**config.mk**
```make
export PLATFORM = sky130hd
export DESIGN_NAME = loader_fsm
export DESIGN_NICKNAME = d
export VERILOG_FILES = /design/src/rtl/loader_fsm.sv
export SDC_FILE = /design/constraint.sdc
export NUM_CORES = 1
export LEC_CHECK = 0
export ABC_AREA = 0
export ABC_CLOCK_PERIOD_IN_PS = 1500
export BUFFER_PORTS_ARGS = -buffer_cell sky130_fd_sc_hd__buf_2
export CAP_MARGIN = 0
export CELL_PAD_IN_SITES_DETAIL_PLACEMENT = 0
export CELL_PAD_IN_SITES_GLOBAL_PLACEMENT = 2
export CORE_ASPECT_RATIO = 0.8
export CORE_MARGIN = 5
export CORE_UTILIZATION = 30
export DETAILED_ROUTE_END_ITERATION = 12
export PLACE_DENSITY_LB_ADDON = 0.1
export SYNTH_ARGS = -nofsm -noshare
export SYNTH_HDL_FRONTEND = slang
export SYNTH_SLANG_ARGS = --single-unit
```
**constraint.sdc**
```tcl
create_clock -name clk -period 1.5 [get_ports clk]
set_input_delay 0.15 -clock clk [delete_from_list [all_inputs] [get_ports clk]]
set_output_delay 0.15 -clock clk [all_outputs]
set_load 0.01 [all_outputs]
```
**src/rtl/loader_fsm.sv**
```systemverilog
// Byte-stream program loader: receives a word count, big-endian 16-bit words and an XOR checksum,
// writes the words into RAM and releases the CPU from reset only when the checksum matches.
module loader_fsm #(
   parameter int unsigned WORD_SIZE  = 16,
   parameter int unsigned ADDR_WIDTH = 8,
   parameter int unsigned BASE_ADDR  = 0
) (
   input  logic                  clk,
   input  logic                  reset,
   input  logic                  start,
   input  logic                  in_valid,
   input  logic [7:0]            in_data,
   output logic                  in_ready,
   output logic                  ram_we,
   output logic [ADDR_WIDTH-1:0] ram_addr,
   output logic [WORD_SIZE-1:0]  ram_wdata,
   output logic                  cpu_reset,
   output logic                  busy,
   output logic                  done,
   output logic                  error
);

   typedef enum logic [2:0] {
      StIdle,
      StCount,
      StHi,
      StLo,
      StWrite,
      StCheck,
      StDone,
      StErr
   } state_e;

   localparam logic [ADDR_WIDTH-1:0] BaseAddr = ADDR_WIDTH'(BASE_ADDR);

   state_e     state_q;
   logic [8:0] remain_q;
   logic [7:0] hi_q;
   logic [7:0] csum_q;
   logic       accept;

   always_comb begin
      in_ready = (state_q == StCount) || (state_q == StHi) ||
                 (state_q == StLo)    || (state_q == StCheck);
   end

   assign accept = in_valid & in_ready;

   always_ff @(posedge clk) begin
      if (!reset) begin
         state_q   <= StIdle;
         remain_q  <= '0;
         hi_q      <= '0;
         csum_q    <= '0;
         ram_we    <= 1'b0;
         ram_addr  <= BaseAddr;
         ram_wdata <= '0;
         cpu_reset <= 1'b1;
         busy      <= 1'b0;
         done      <= 1'b0;
         error     <= 1'b0;
      end else begin
         ram_we <= 1'b0;
         unique case (state_q)
            StIdle, StDone, StErr: begin
               if (start) begin
                  state_q   <= StCount;
                  csum_q    <= '0;
                  ram_addr  <= BaseAddr;
                  cpu_reset <= 1'b1;
                  busy      <= 1'b1;
                  done      <= 1'b0;
                  error     <= 1'b0;
               end
            end
            StCount: begin
               if (accept) begin
                  // A count byte of zero encodes a full 256-word image.
                  remain_q <= (in_data == 8'd0) ? 9'd256 : {1'b0, in_data};
                  csum_q   <= csum_q ^ in_data;
                  state_q  <= StHi;
               end
            end
            StHi: begin
               if (accept) begin
                  hi_q    <= in_data;
                  csum_q  <= csum_q ^ in_data;
                  state_q <= StLo;
               end
            end
            StLo: begin
               if (accept) begin
                  ram_wdata <= WORD_SIZE'({hi_q, in_data});
                  ram_we    <= 1'b1;
                  csum_q    <= csum_q ^ in_data;
                  state_q   <= StWrite;
               end
            end
            StWrite: begin
               ram_addr <= ram_addr + ADDR_WIDTH'(1);
               remain_q <= remain_q - 9'd1;
               state_q  <= (remain_q == 9'd1) ? StCheck : StHi;
            end
            StCheck: begin
               if (accept) begin
                  busy <= 1'b0;
                  if (in_data == csum_q) begin
                     done      <= 1'b1;
                     cpu_reset <= 1'b0;
                     state_q   <= StDone;
                  end else begin
                     error     <= 1'b1;
                     cpu_reset <= 1'b1;
                     state_q   <= StErr;
                  end
               end
            end
            default: state_q <= StIdle;
         endcase
      end
   end

endmodule

```
**Word level (Yosys, flattened, before mapping)**

Index checks and enable logic that the tools add are counted.

- Input port bits: 12
- Flip-flop bits (word level): 57

- Muxes and demuxes: 29
- Add/sub/neg operators: 2
- Reductions and logical operators: 21
- Bitwise gates (word level): 2
- Equality and inequality tests: 17

Operator list:

| operator | number |
|---|---|
| case mux 8 bit (2 select lines) | 2 |
| 2-to-1 mux 3 bit | 6 |
| 2-to-1 mux 9 bit | 2 |
| case mux 3 bit (6 select lines) | 1 |
| case mux 9 bit (2 select lines) | 1 |
| 2-to-1 mux 8 bit | 2 |
| == test 3 bit, second input constant | 4 |
| != test 2 bit, second input constant | 6 |
| 2-to-1 mux 1 bit | 11 |
| AND reduction 2 bit | 5 |
| == test 9 x 1 -> 1 bit, second input constant | 1 |
| subtractor 9 x 1 -> 9 bit, second input constant | 1 |
| adder 8 x 1 -> 8 bit, second input constant | 1 |
| == test 8 bit | 1 |
| logical NOT 8 bit | 1 |
| case mux 1 bit (2 select lines) | 4 |
| AND reduction 4 bit | 2 |
| nonzero test 2 bit | 4 |
| XOR 8 bit | 1 |
| == test 3 x 2 -> 1 bit, second input constant | 2 |
| AND reduction 3 bit | 2 |
| OR reduction 3 bit | 2 |
| AND reduction 5 bit | 1 |
| != test 2 x 1 -> 1 bit, second input constant | 2 |
| other kinds (4) | 6 |

**Logic depth before layout (Yosys ltp)**

Gate-level depths: netlist of the first run.

- Word-level depth: 7
- Depth in mapped cells: 7
- Gate-level depth less buffers: 6

**Least setup slack after synthesis of the first run**

No wires, ideal clock.

- Path kind: register to register
- From: reg state_q[2]
- To: reg remain_q[6]
- Cell stages (with the launch flop): 6
- Path slack: 44 ps
- Library setup time: 74 ps
- Period minus slack after synthesis: 1456 ps
- Required time: 1426 ps
- Data arrival time: 1382 ps
- Buffers on the path: 1
- Cells stage by stage: dfxtp_1 -> buf_6 -> nor3b_4 -> nand3_2 -> or3_1 -> a31oi_1

- Word-level cells in the longest chain between the ends: 7

Ends and longest elaborated chain:

| what | line | RTL |
|---|---|---|
| from (decl) | 36 | `state_e state_q;` |
| from (signal assigned) | 51 | `state_q <= StIdle;` |
| from (signal assigned) | 67 | `state_q <= StCount;` |
| from (signal assigned) | 81 | `state_q <= StHi;` |
| == test 3 x 1 -> 1 bit or == test 3 x 2 -> 1 bit (tied branches) | 43, 64 |  |
| logical OR 1 bit (2 in a row) | 43 | `in_ready = (state_q == StCount) \|\| (state_q == StHi) \|\|` |
| logical OR 1 bit | 44 | `(state_q == StLo) \|\| (state_q == StCheck);` |
| bitwise AND 1 bit | 47 | `assign accept = in_valid & in_ready;` |
| != test 2 bit (no source line) | - |  |
| AND reduction 2 bit (no source line) | - |  |
| to (signal assigned) | 79 | `remain_q <= (in_data == 8'd0) ? 9'd256 : {1'b0, in_data};` |
| to (signal assigned) | 101 | `remain_q <= remain_q - 9'd1;` |
| to (decl) | 37 | `logic [8:0] remain_q;` |

Parallel ways exist; a longest one is shown, timed or not.
A chain may end at the register's enable or synchronous reset.

**Final worst setup path of the first run**

- From: reg state_q[1]
- To: reg remain_q[0]

Same word-level chain as after synthesis.

==> results of run 1 <==
## cell usage after synthesis (2+ instances only)
cell type / instances
a21oi_1: 42
o21a_1: 9
or3_1: 2
clkbuf_1: 9
nand2b_1: 3
a211oi_1: 3
a2bb2oi_1: 2
xnor2_1: 8
dfxtp_1: 57
nand3_1: 18
or2_2: 3
inv_1: 7
nand2_1: 62
nor3_1: 6
ha_1: 3
buf_4: 2
nor2_1: 18
nor4_1: 2
buf_2: 7
nand3b_1: 4
and2_1: 2
o21ai_0: 7
a31oi_1: 6
nor2b_1: 2
mux2i_1: 2
o211ai_1: 4
nand4_1: 4
and3_1: 11
## kinds of logic (layout without fill, tap and decap cells)
family | count (synthesis) | in the layout
compound gates | 86 | 86
xor+xnor | 9 | 9
fa+ha+maj | 3 | 3
buf+inv | 26 | 107
flops | 57 | 57
mux | 3 | 3
simple gates | 145 | 145
## report_power, final
part / switching, mW / leakage (nW) / internal [mW]
clock network: 0.650 / 0.126 / 1.14
logic: 0.310 / 0.857 / 0.238
registers: 0.0472 / 0.463 / 1.57
total: 1.01 / 1.45 / 2.94
## layout by cell type, fill, tap and decap left out, drive strengths merged, types with 2 or more instances in the layout
cell type  instances
nor2              18
nand2             62
buf               84
bufinv             3
nand3b             4
inv                7
dfxtp             57
o21ai              8
o21a               9
mux2i              2
or3                2
a31oi              6
nor4               3
a21oi             42
nor2b              2
and2               2
and3              11
nor3               7
xnor2              8
nand2b             3
a211oi             3
nand3             19
ha                 3
a2bb2oi            2
o211ai             4
nand4              4
clkbuf            10
or2                3
clkinv             3
## critical path, stage by stage, from the launching register on
cell and delay, ns:
dfxtp_4 0.38, buf_4 0.15, or3b_4 0.44, buf_4 0.16, o221ai_1 0.16, a31oi_1 0.06
## routing by layer
layer / part of all wire, % / global-route usage, % / vias to the layer above / routed length, µm
met5: 0 / 0 / - / 0
met4: 1.3 / 5.08 / 0 / 102
met3: 4.8 / 4.36 / 13 / 370
met2: 41 / 21.1 / 46 / 3210
met1: 53 / 21.4 / 1201 / 4090
li1: - / - / 1314 / -
## state kept, by name, indices dropped and copies added (netlist names)
register and flops:
done 1, hi_q 8, ram_wdata 16, cpu_reset 1, state_q 3, ram_we 1, busy 1, ram_addr 8
csum_q 8, remain_q 9, error 1
## cell type report
cell class                      instances  area [µm²]
Fill cell                             912        5060
Multi-Input combinational cell        246        1430
Sequential cell                        57        1150
Timing Repair Buffer                   84         544
Tap cell                              112         140
Clock buffer                           10         138
Clock inverter                          6         105
Inverter                                7        26.3
## timing repair
item | in CTS | in global routing
setup buffers | 3 | 0
hold endpoints to repair | 0 | 0
gates resized for setup | 3 | 12
endpoints found under the setup margin | 20 | 17
## per-stage QoR
stage	std cells	util, %	TNS, ns	power [mW]	hold slack, ns
5_1_grt	522	41.1	-0.00628	4.13	0.129
2_1_floorplan	329	-	0	1.95	0.286
6_report	522	41.1	0	3.95	0.130
3_5_place_dp	503	37.6	-0.320	2.18	0.437
4_1_cts	522	40.7	-0.0288	3.99	0.118
3_3_place_gp	503	37.6	-0.0223	2.18	0.434
## worst paths after layout
| path | endpoint | slack, ns | cells past startpoint |
|---|---|---|---|
| hold / removal | hi_q[7] | 0.13 | 3 |
| setup / recovery | remain_q[0] | 0.04 | 5 |
| setup reg to reg | remain_q[0] | 0.04 | 5 |
| hold reg to reg | ram_wdata[12] | 0.45 | 2 |
==> metrics, run 1 <==
drt via density=4.93; Antenna Cells=0; asr flop ratio synth=0%; Congestion Overflow GR=0; Reg-to-Reg Start=state_q[1]; distinct cell type count of the synthesized netlist=52; WS Path Type=flip-flop to flip-flop; I/O pin count=42; HPWL Detailed=5.53 mm; share of the synthesized area in the top cell type=42.8%; RSZ-0062 raised after global routing=yes; DP Worst Slack=-0.0715 ns; crit start category=flip-flop; vias=2,574; FMAX=0.684 GHz; register bit total from synthesis=57; Max clock buf depth=2; CTS Sinks=57; Avg WL per Cell=14.9 µm; Port Buffers=41; main combinational cell family by area after synthesis=simple AND/OR/NAND/NOR gates; critical path launch point=state_q[1]; layout cells sized above 1=30.0%; clock latency at the later pin of the worst-skew pair=0.35 ns; CP required=1.73 ns; drt total wl=7.78 mm; Pwr per Cell Area=1120 nW/µm²; Pleak=1.45 nW; largest cells by area after synthesis=dfxtp_1, nand2_1, a21oi_1, nand3_1, xnor2_1; max_slew headroom=76.8%; worst path arrival time=1.69 ns; Final WS setup=0.0379 ns; first-pass GRT wire length=12.5 mm; mapped cell area=2670 µm²; Syn Nets=344; DR pass1 iterations=4; Max Cap Violations=0; # setup viols final=0; IR drop worst, VDD=0.794 mV; HP Start=in_data[7]; Worst-path clk slew=0.07 ns; XOR/XNOR share of the synthesized area=2.95%; post-route cell area=3530 µm²; Primary FF master, synth=dfxtp_1; post-synthesis sequential area ratio=42.8%; pin count of the biggest net entering global routing=20; CTS tree=done; area leader, netlist=dfxtp_1; root buffer cell=clkbuf_8; Synth Area in Simple Gates=27.1%; dpl cell area=3230 µm²; DRT iter0 DRCs=108; Die Span Y=94.3 µm; mux contribution to synthesized area=1.17%; number of buffers created by CTS=9; H-Tree Depth=3; mean post-synth cell area=8.11 µm²; Syn Inst Count=329; # DRC=0; synth warn=0; Starting Density=31.0%; hold buffer count at cts=0; Placer Congestion=0.761; Slew Limit Fails=0; GRT Util Overall=14.9%; Clock Skew=0.00462 ns; Worst Setup End Kind=flip-flop; Die Wd=115 µm; initial antenna violation count=0; die area=10,900 µm²; fin crit period=1.46 ns; Post-Synth Adder-Cell Area=1.41%; outcome=finished clean; Synth Area in Compound Gates=20.0%; vias in the first global route=2,358; Layout Nets=420; CP max FO=10; Routed Antenna Nets=0; number of synthesized flops with an enable pin=0; part of the cycle the worst path needs=97.5%; area grow syn2layout=32.5%; Worst Max-Slew Pin Slew=0.344 ns; Fin. Hold Viols=0; row cnt=30; Hold WC Path Type=input port to flip-flop; CORE AREA=8600 µm²
No activity file was read; power rests on OpenSTA's default activity.
==> run 2, diff against run 1 <==
- PLACE_DENSITY_LB_ADDON: 0.1 -> 0.3
==> metrics, run 2 (same netlist as run 1, synthesis figures left out) <==
Antenna Cells=0 (unchanged); Pwr per Cell Area=1040 nW/µm² (-7.2%); CTS Sinks=57 (unchanged); vias=2,555 (-0.74%); Worst Setup End Kind=flip-flop; # setup viols final=0 (unchanged); dpl cell area=3240 µm² (+0.15%); clock latency at the later pin of the worst-skew pair=0.34 ns (about the same); max FFs per register=16 (unchanged); Top reg by flops=ram_wdata; die area=10,900 µm² (unchanged); CTS tree=done; most frequent cells in the layout=nand2_1, dfxtp_1, a21oi_1; outcome=finished clean; Crit path max-delay family=flip-flops; GRT Util Overall=14.7% (-0.18 points); # DRC=0 (unchanged); Port Buffers=41 (unchanged); Slowest-stage cell, CP=dfxtp_2; RSZ-0062 raised after global routing=no; CP max FO=8 (-2); row cnt=30 (unchanged); Layout Nets=416 (-0.95%); drt total wl=7.68 mm (-1.3%); Hold WC Path Type=input port to flip-flop; fill cell count=892 (-2.2%); Pleak=1.40 nW (-3.2%); Worst Max-Slew Pin Slew=0.490 ns (+0.146 ns); Die Span Y=94.3 µm (unchanged); CP max stage delay=0.43 ns (about the same); crit start category=flip-flop; Worst-path clk slew=0.07 ns (about the same); I/O pin count=42 (unchanged); WS Path Type=flip-flop to flip-flop; IR drop worst, VDD=0.403 mV (-49%); H-Tree Depth=3 (unchanged); CORE AREA=8600 µm² (unchanged); HPWL Detailed=5.54 mm (about the same); FMAX=0.698 GHz (+2.1%); commonest non-fill, non-tap cell in the layout=nand2_1; layout cells sized above 1=28.1% (-1.9 points); area grow syn2layout=29.9%; Fin. Hold Viols=0 (unchanged); Placer Congestion=0.805 (+5.7%); Max Cap Violations=0 (unchanged); CP required=1.72 ns (about the same); Max clock buf depth=2 (unchanged); drt via density=4.93 (about the same); Avg WL per Cell=14.8 µm (-0.54%); first-pass GRT wire length=12.4 mm (-0.94%); Clock Skew=0.0115 ns (+0.00684 ns); Die Wd=115 µm (unchanged); part of the cycle the worst path needs=95.5% (-2.0 points); DP Worst Slack=-0.0550 ns (+0.0164 ns); Final WS setup=0.0674 ns (+0.0295 ns); Regs by FF count=ram_wdata (16), remain_q (9); root buffer cell=clkbuf_8; fin crit period=1.43 ns (-0.0295 ns); Starting Density=31.0% (unchanged); post-route cell area=3460 µm² (-2.0%); Slew Limit Fails=0 (unchanged); DRT iter0 DRCs=164 (+52%); worst path arrival time=1.65 ns (-0.04 ns); Congestion Overflow GR=0 (unchanged); Buf/Inv on CP=1 (-1); DR pass1 iterations=4 (unchanged); initial antenna violation count=0 (unchanged); pin count of the biggest net entering global routing=20 (unchanged); vias in the first global route=2,358 (unchanged); number of buffers created by CTS=9 (unchanged); Routed Antenna Nets=0 (unchanged); max_slew headroom=67.3% (-9.5 points); worst-path cell chain=buf_4, mux2_2, o211ai_1, a221o_1, o31ai_1
[run 2: cell types whose count changed in the layout (fill, tap and decap cells not counted), sizes merged]
cell	previous run	this run
clkinv	3	4
buf	84	80
clkinvlp	0	1
bufinv	3	1
[run 2: path summary, 6_finish.rpt]
check	startpoint	to	slack, ns	cells after the start
worst max-delay path	state_q[1]	state_q[0]	0.07	5
worst max register to register	state_q[1]	state_q[0]	0.07	5
worst min-delay path	in_data[6]	ram_wdata[6]	0.14	3
worst min register to register	error	error	0.44	2
[run 2: worst min-delay path: stages]
cell and delay [ns]:
buf_2 0.15, nand2_1 0.07, a21oi_1 0.05
[run 2: final cells by class]
class / count / area [µm²] / share of cell area [%]
Multi-Input combinational cell: 246 / 1430 / 41.2
Timing Repair Buffer: 80 / 527 / 15.2
Sequential cell: 57 / 1150 / 33.1
Inverter: 7 / 26.3 / 0.758
Clock buffer: 10 / 138 / 3.97
Tap cell: 112 / 140 / 4.04
Clock inverter: 6 / 57.6 / 1.66
[run 2: power breakdown]
part	switching (mW)	total (mW)	internal, mW	leakage, nW
Clock	0.636	1.44	0.800	0.102
Sequential	0.0498	1.62	1.57	0.463
Combinational	0.304	0.541	0.237	0.835
[run 2: repair_timing]
action                                 4_1_cts  5_1_grt
gates resized for setup                      2        9
buffers inserted                             0        0
hold buffers                                 0        0
endpoints found under the hold margin        0        0
pin swaps                                    0        0
setup endpoints to repair                   13       14
[run 2: metal layers]
layer	global-route usage, %	wire length, µm	share of wire [%]
met1	21.7	3980	52
met3	4.36	338	4.4
met4	3.52	63	0.82
met5	0	0	0
met2	20.9	3290	43
[run 2: metrics by stage]
step                instances  util [%]  power (mW)  hold WS, ns  TNS, ns
finish                    518      40.3        3.59        0.138        0
CTS                       518      39.9        3.63        0.130        0
detailed placement        502      37.6        2.17        0.436   -0.168
global route              518      40.3        3.78        0.150        0
global placement          502      37.6        2.17        0.438  -0.0606
floorplan                 329         -        1.95        0.286        0
==> run 3, diff against run 2 <==
- PLACE_DENSITY: default -> 0.83
- PLACE_DENSITY_LB_ADDON: 0.3 -> default
==> metrics, run 3 (same netlist as run 1, synthesis figures left out) <==
HP Start=in_data[5]; initial antenna violation count=0 (unchanged); Antenna Cells=0 (unchanged); layout cells sized above 1=26.5% (-1.6 points); row cnt=30 (unchanged); area grow syn2layout=26.8%; DRT iter0 DRCs=75 (-54%); crit start category=flip-flop; Die Span Y=94.3 µm (unchanged); most frequent cells in the layout=nand2_1, dfxtp_1, a21oi_1; Hold WC Path Type=input port to flip-flop; setup TNS=0 ns (unchanged); Die Wd=115 µm (unchanged); Slew Limit Fails=0 (unchanged); CTS tree=done; cell count of the worst reg-to-reg path=5 (unchanged); FMAX=0.708 GHz (+1.4%); Worst Setup End Kind=flip-flop; Fin. Hold Viols=0 (unchanged); die area=10,900 µm² (unchanged); Hold Path End=ram_wdata[5]; setup bufs post-CTS=0 (unchanged); CP max FO=9 (+1); CP required=1.73 ns (about the same); fin crit period=1.41 ns (-0.0194 ns); root buffer cell=clkbuf_8; Max clock buf depth=2 (unchanged); commonest non-fill, non-tap cell in the layout=nand2_1; Starting Density=31.0% (unchanged); drt total wl=7.51 mm (-2.2%); HPWL Detailed=5.26 mm (-5.0%); outcome=finished clean; H-Tree Depth=3 (unchanged); CORE AREA=8600 µm² (unchanged); switch share=26.6% (-0.99 points); NetSw=949 µW (-4.1%); WS Path Type=flip-flop to flip-flop; Regs by FF count=ram_wdata (16), remain_q (9); Layout Nets=407 (-2.2%); Pwr per Cell Area=1060 nW/µm² (+1.8%); R2R Setup Slk=0.09 ns (+0.02 ns); Top reg by flops=ram_wdata; vias in the first global route=2,383 (+1.1%); pin count of the biggest net entering global routing=19 (-5.0%); # DRC=0 (unchanged); drt via density=4.96 (+0.61%); first-pass GRT wire length=12.1 mm (-2.3%); Clock Skew=0.00934 ns (-0.00212 ns); max_slew headroom=75.9% (+8.5 points); CTS Sinks=57 (unchanged); I/O pin count=42 (unchanged); Port Buffers=41 (unchanged); Max Cap Violations=0 (unchanged); clock power share=40.5% (+0.6 points); Reg power frac=45.3% (+0.3 points); dpl cell area=3140 µm² (-2.9%); Placer Congestion=0.807 (+0.25%); vias=2,521 (-1.3%); GRT Util Overall=14.3% (-0.44 points); fill cell count=900 (+0.90%); worst path arrival time=1.65 ns (about the same); IR drop worst, VDD=0.391 mV (-2.9%); Int Pwr=2.62 mW (+0.79%); footprint of the multi-input gates=1440 µm² (+0.53%); part of the cycle the worst path needs=94.2% (-1.3 points); Worst-path clk slew=0.06 ns (about the same); post-route cell area=3380 µm² (-2.3%); number of buffers created by CTS=9 (unchanged); Storage cell area=1150 µm² (unchanged); Congestion Overflow GR=0 (unchanged); Routed Antenna Nets=0 (unchanged); Pleak=1.35 nW (-3.4%); Worst Max-Slew Pin Slew=0.362 ns (-0.128 ns); final core occ=39.4% (-0.95 points); max FFs per register=16 (unchanged); Worst Hold Depth=3 (unchanged); clock latency at the later pin of the worst-skew pair=0.34 ns (about the same); DR pass1 iterations=4 (unchanged); Non-Filler Instances=508 (-1.9%); Avg WL per Cell=14.8 µm (-0.29%); RR Endpoint=csum_q[5]; Reg-to-Reg Start=state_q[1]; combinational share of power=14.2% (-0.9 points); hold buffer count at cts=0 (unchanged); placed insts=493 (-1.8%); # setup viols final=0 (unchanged)
run 3: per-stage QoR:
step / worst slack, ns / power (mW) / hold slack [ns]
6_report: 0.0868 / 3.57 / 0.130
3_5_place_dp: -0.0931 / 2.15 / 0.438
3_3_place_gp: -0.0303 / 2.14 / 0.441
2_1_floorplan: 0.0436 / 1.95 / 0.286
5_1_grt: -0.0113 / 3.75 / 0.122
4_1_cts: 0.0357 / 3.61 / 0.120
run 3: worst max-delay path, stage by stage, from the launching register on:
cell,delay [ns]
dfxtp_4,0.42
buf_4,0.17
or2_2,0.22
nand3_1,0.12
and3_1,0.21
o21a_1,0.17
run 3: worst max path at each step:
stage | end | startpoint | cells past startpoint
after floorplan | remain_q[6] | state_q[2] | 5
after global placement | cpu_reset | state_q[0] | 4
after detailed placement | csum_q[5] | state_q[1] | 5
after CTS | cpu_reset | state_q[2] | 5
after global routing | cpu_reset | state_q[0] | 4
final | csum_q[5] | state_q[1] | 5
run 3: routing by layer:
layer	up-vias	wire length (µm)	GRT usage, %
met2	39	3350	21.2
met5	-	0	0
met1	1187	3730	19.6
met4	0	89	4.30
li1	1285	-	-
met3	10	333	4.74
run 3: what timing repair did:
item                       4_1_cts  5_1_grt
resized for setup                4        9
setup endpoints to repair       16       19
pin swaps                        0        1
run 3: final cells by class:
| class | count | area share, % |
|---|---|---|
| clock buffer | 12 | 4.59 |
| clock inverter | 3 | 1.18 |
| inverter | 7 | 0.777 |
| multi-input combinational | 246 | 42.5 |
| sequential | 57 | 33.9 |
| tap | 112 | 4.14 |
| timing repair buffer | 71 | 12.9 |
run 3: power by group through the flow:
stage          clock (mW)  combinational (mW)  sequential (mW)
2_1_floorplan           0               0.312             1.64
3_3_place_gp            0               0.491             1.65
3_5_place_dp            0               0.496             1.65
4_1_cts              1.49               0.499             1.62
5_1_grt              1.56               0.565             1.62
6_report             1.45               0.509             1.62
